[src/rtl/fifo_width_downsizer_pkg.sv]
// Shared widths for the width-expanding / width-downsizing FIFO pair.
// Keeping the defaults here holds both sides of the round trip matched.
package fifo_width_downsizer_pkg;

  localparam int FIFO_ADDR_WIDTH = 3;
  localparam int FIFO_WIDTH      = 32;

  typedef enum logic {
    HALF_UPPER = 1'b0,
    HALF_LOWER = 1'b1
  } half_sel_e;

endpackage

[src/rtl/fifo_word_mem.sv]
// Word storage: synchronous write port, asynchronous read port.
// Contents are deliberately left unreset.
module fifo_word_mem #(
  parameter int ADDR_WIDTH = 3,
  parameter int WIDTH      = 32
) (
  input  logic                  clk,
  input  logic                  we,
  input  logic [ADDR_WIDTH-1:0] waddr,
  input  logic [WIDTH-1:0]      wdata,
  input  logic [ADDR_WIDTH-1:0] raddr,
  output logic [WIDTH-1:0]      rdata
);

  localparam int DEPTH_P2 = 1 << ADDR_WIDTH;

  logic [WIDTH-1:0] mem_q [DEPTH_P2];

  always_ff @(posedge clk) begin
    if (we) begin
      mem_q[waddr] <= wdata;
    end
  end

  assign rdata = mem_q[raddr];

endmodule

[src/rtl/fifo_width_downsizer.sv]
// FIFO taking WIDTH-bit words and delivering WIDTH/2-bit halves,
// upper half first, with first-word-fall-through output.
module fifo_width_downsizer
  import fifo_width_downsizer_pkg::*;
#(
  parameter int ADDR_WIDTH = FIFO_ADDR_WIDTH,
  parameter int DEPTH_P2   = 1 << ADDR_WIDTH,
  parameter int WIDTH      = FIFO_WIDTH
) (
  input  logic                  clk,
  input  logic                  reset,
  input  logic [WIDTH-1:0]      data_in,
  input  logic                  put,
  input  logic                  get,
  output logic [WIDTH/2-1:0]    data_out,
  output logic [ADDR_WIDTH+1:0] fillcount,
  output logic                  empty,
  output logic                  full
);

  localparam int HW = WIDTH / 2;
  localparam logic [ADDR_WIDTH-1:0] PTR_ONE  = 1;
  localparam logic [ADDR_WIDTH:0]   CNT_ONE  = 1;
  localparam logic [ADDR_WIDTH:0]   CNT_FULL = DEPTH_P2[ADDR_WIDTH:0];

  logic [ADDR_WIDTH-1:0] wr_ptr_q, wr_ptr_d;
  logic [ADDR_WIDTH-1:0] rd_ptr_q, rd_ptr_d;
  logic [ADDR_WIDTH:0]   words_q, words_d;
  half_sel_e             half_sel_q, half_sel_d;

  logic             put_ok;
  logic             get_ok;
  logic             pop;
  logic [WIDTH-1:0] head;

  assign empty  = (words_q == '0);
  assign full   = (words_q == CNT_FULL);
  assign put_ok = put && !full;
  assign get_ok = get && !empty;
  // A slot is released only when its lower half leaves.
  assign pop    = get_ok && (half_sel_q == HALF_LOWER);

  fifo_word_mem #(
    .ADDR_WIDTH (ADDR_WIDTH),
    .WIDTH      (WIDTH)
  ) u_mem (
    .clk   (clk),
    .we    (put_ok),
    .waddr (wr_ptr_q),
    .wdata (data_in),
    .raddr (rd_ptr_q),
    .rdata (head)
  );

  always_comb begin
    wr_ptr_d   = wr_ptr_q;
    rd_ptr_d   = rd_ptr_q;
    words_d    = words_q;
    half_sel_d = half_sel_q;
    if (put_ok) begin
      wr_ptr_d = wr_ptr_q + PTR_ONE;
    end
    if (get_ok) begin
      half_sel_d = (half_sel_q == HALF_UPPER) ? HALF_LOWER : HALF_UPPER;
    end
    if (pop) begin
      rd_ptr_d = rd_ptr_q + PTR_ONE;
    end
    unique case ({put_ok, pop})
      2'b10:   words_d = words_q + CNT_ONE;
      2'b01:   words_d = words_q - CNT_ONE;
      default: words_d = words_q;
    endcase
  end

  always_ff @(posedge clk) begin
    if (!reset) begin
      wr_ptr_q   <= '0;
      rd_ptr_q   <= '0;
      words_q    <= '0;
      half_sel_q <= HALF_UPPER;
    end else begin
      wr_ptr_q   <= wr_ptr_d;
      rd_ptr_q   <= rd_ptr_d;
      words_q    <= words_d;
      half_sel_q <= half_sel_d;
    end
  end

  assign fillcount = {words_q, 1'b0}
                   - {{(ADDR_WIDTH+1){1'b0}}, half_sel_q};

  always_comb begin
    data_out = '0;
    if (!empty) begin
      data_out = (half_sel_q == HALF_LOWER) ? head[HW-1:0]
                                            : head[WIDTH-1:HW];
    end
  end

endmodule

[config.mk]
export PLATFORM = sky130hd
export DESIGN_NAME = fifo_width_downsizer
export DESIGN_NICKNAME = d
export VERILOG_FILES = /design/src/rtl/fifo_width_downsizer_pkg.sv /design/src/rtl/fifo_word_mem.sv /design/src/rtl/fifo_width_downsizer.sv
export SDC_FILE = /design/constraint.sdc
export NUM_CORES = 1
export LEC_CHECK = 0
export ABC_AREA = 1
export CORE_MARGIN = 4
export CORE_UTILIZATION = 50
export CTS_CLUSTER_DIAMETER = 30
export DETAILED_ROUTE_END_ITERATION = 10
export PLACE_DENSITY = 0.78
export SYNTH_ARGS = -nofsm -noshare
export SYNTH_HDL_FRONTEND = slang
export SYNTH_SLANG_ARGS = --single-unit
export TNS_END_PERCENT = 100
[constraint.sdc]
create_clock -name clk -period 2.42 [get_ports clk]
set_input_delay 0.363 -clock clk [delete_from_list [all_inputs] [get_ports clk]]
set_output_delay 0.363 -clock clk [all_outputs]
set_load 0.05 [all_outputs]
==> flow_summary_export.csv <==
group,metric,value,unit
die,rows,54,
routing,top_layer_used,"met5",
place,portBuffers,58,
routing,wl_met3,2.97,mm
synthesis,yosysTopAreaCell,"edfxtp_1",
worst_setup_path,ff2ff_setup_slack,290,ps
cells_and_area,layout-drive-gt1-share,26.4,%
clocking,cts_root_buf,"clkbuf_16",
synthesis,synth_fp_nets,991,
synthesis,yosys_warnings,0,
routing,met1_length,10.8,mm
cells_and_area,antenna_cells,0,
synthesis,async_flop_share,0,%
die,ios,59,
place,gp_congestion,0.857,
run_status,violations,"negative setup slack",
timing,relSlewSlack,67.6,%
global_routing,overflow,0,
cells_and_area,nNetsFinal,1084,
timing,min_period,2530,ps
place,placed_cells_incl_taps,1257,
clocking,hold_buffers,0,
routing,met2WireLength,15.0,mm
die,start_util,50.6,%
power_and_ir_drop,powerDensity,964,nW/um^2
place,hpwl,13.6,mm
clocking,cts_buffer_depth,3,
synthesis,ys.flop_type,"edfxtp_1",
routing,postRouteAntennaNets,0,
worst_setup_path,crit_arrival,2170,ps
run,maxCapViolCount,0,
clocking,cts_tree,"yes",
timing,drv_slew,0,
cells_and_area,stdcell_count,1352,
worst_setup_path,path_max_fanout,6,
power_and_ir_drop,p_leak,5.39,nW
worst_setup_path,worstPathRequired,2060,ps
worst_hold_path,hold_class,"flop to flop",
global_routing,grt_util_all_layers,22.3,%
clocking,clkTransAtPathRegs,50,ps
cells_and_area,stdcell_area,14600,sq um
routing,routed_via_density,5.82,
synthesis,synth_most_common_cell,"nand2_1",
routing,first_pass_iters,6,
timing,rsz0062_at_grt,"yes",
synthesis,synthCells,949,
timing,skew,17.8,ps
cells_and_area,area_growth,32.7,%
synthesis,syn-cell-area,11000,sq um
timing,finalHoldViolCount,0,
synthesis,ys_types,20,
power_and_ir_drop,p_total,0.0141,W
routing,vias,7875,
routing,drt-total-wl,29.8,mm
global_routing,grt_max_degree,65,
synthesis,synthTopCellsByArea,"edfxtp_1 (70%), nand2_1 (11%), nand3_1 (9.1%)",
run_status,status,"finished, violations left",
clocking,cts_buffers,39,
timing,fin_crit_sh,105,%
routing,wire_per_inst,22.0,um
synthesis,ys_seq_elements,270,
clocking,worstSkewPairLatency,520,ps
place,post_dp_cell_area,12100,sq um
global_routing,antenna_found_initial,1,
worst_setup_path,critical_path.endpoint_type,"primary output",
synthesis,syn_avg_cell_area,11.6,sq um
synthesis,synth-edff-count,256,
die,design.die.area,24400,sq um
routing,initialDrtViolationCount,999,
die,die_x,156,um
timing,fmax,0.395,GHz
clocking,cts_num_sinks,270,
worst_setup_path,cp-start-kind,"flop",
routing,drc,0,
worst_setup_path,path_class,"flop to primary output",
synthesis,synth_top_area_share,69.9,%
timing,worstMarginPinSlew,488,ps
die,die_y,156,um
synthesis,synth.top_cells.by_count,"nand2_1 (337), edfxtp_1 (256), nand3_1 (200)",
die,core-area,21800,sq um
clocking,cts_max_level,2,
timing,setup_viol,13,
synthesis,yosysSeqAreaShare,72.4,%
power_and_ir_drop,ir_worst_vdd,0.000900,V
timing,setup_ws,-112,ps
global_routing,grt_pass1_wl,41.6,mm
global_routing,grt_pass1_vias,7650,
[kinds of logic (layout without fill, tap and decap cells)]
family          count (synthesis)  count (layout)  share of synthesized area [%]
simple gates                  556             556                           21.3
flops                         270             270                           72.4
buf+inv                        79             202                           3.65
compound gates                 32              32                           1.46
fa+ha+maj                       6               6                          0.682
xor+xnor                        6               6                          0.478
[worst max-delay path, stage by stage (launching register included)]
cell       delay (ps)
dfxtp_4           470
clkbuf_16         220
clkbuf_16         150
nand2_1            70
nand3_1           110
nand3_1           120
nand2_2           110
nand2_2            50
a21oi_2           160
buf_6             180
[final timing paths]
path	start	cells after the start	end
hold / removal	wr_ptr_q[0]	2	wr_ptr_q[0]
hold reg to reg	wr_ptr_q[0]	2	wr_ptr_q[0]
setup / recovery	flop	9	data_out[12]
setup reg to reg	words_q[1]	12	words_q[2]
[registers in the layout (all words and copies together) (netlist names), named ones only]
register     count
wr_ptr_q         3
u_mem.mem_q    256
half_sel_q       1
words_q          4
rd_ptr_q         3
[metal layers]
metal | global-route usage, % | vias to the layer above
li1 | - | 3518
met1 | 27.9 | 3777
met2 | 37.0 | 497
met3 | 5.89 | 81
met4 | 9.42 | 2
met5 | 0 | -
[stage by stage]
step	util, %	TNS (ps)	hold WS (ps)	setup WS, ps
after floorplan	-	-32320	458	-253
after global placement	55.4	0	473	273
after detailed placement	55.4	0	484	207
after CTS	63.2	-29.6	491	-23.6
after global routing	67.1	-1450	536	-122
final	67.1	-778	494	-112
[layout by cell type, fill, tap and decap left out, drive strengths merged]
cell type / count
nand2: 337
edfxtp: 256
nand3: 200
clkbuf: 60
buf: 57
clkdlybuf4s50: 35
inv: 27
a21oi: 25
nor2: 15
dfxtp: 14
clkinv: 11
o21ai: 7
ha: 6
bufinv: 6
clkinvlp: 5
xor2: 4
nor3: 3
xnor2: 2
nor3b: 1
dlygate4sd2: 1
[timing repair]
item / in CTS / in global routing
resized for setup: 48 / 138
buffers inserted: 5 / 0
gates cloned: 5 / 14
endpoints found under the setup margin: 17 / 17
pin swaps: 3 / 86
[report_power, final]
| part | internal, W | switching, W | leakage (nW) | total, W |
|---|---|---|---|---|
| registers | 0.00532 | 0.0000864 | 2.44 | 0.00541 |
| logic | 0.00104 | 0.00182 | 2.31 | 0.00287 |
| clock network | 0.00376 | 0.00204 | 0.646 | 0.00579 |
| total | 0.0101 | 0.00395 | 5.39 | 0.0141 |
[cell type report]
| type | count | area, sq um |
|---|---|---|
| flip-flops and latches | 270 | 7970 |
| fillers | 1376 | 7150 |
| multi-input cells | 600 | 3230 |
| repair buffers | 105 | 1580 |
| clock buffers | 48 | 1050 |
| well taps | 280 | 350 |
| clock inverters | 23 | 299 |
| inverters | 26 | 118 |
Power figures use the tool's default switching activity.
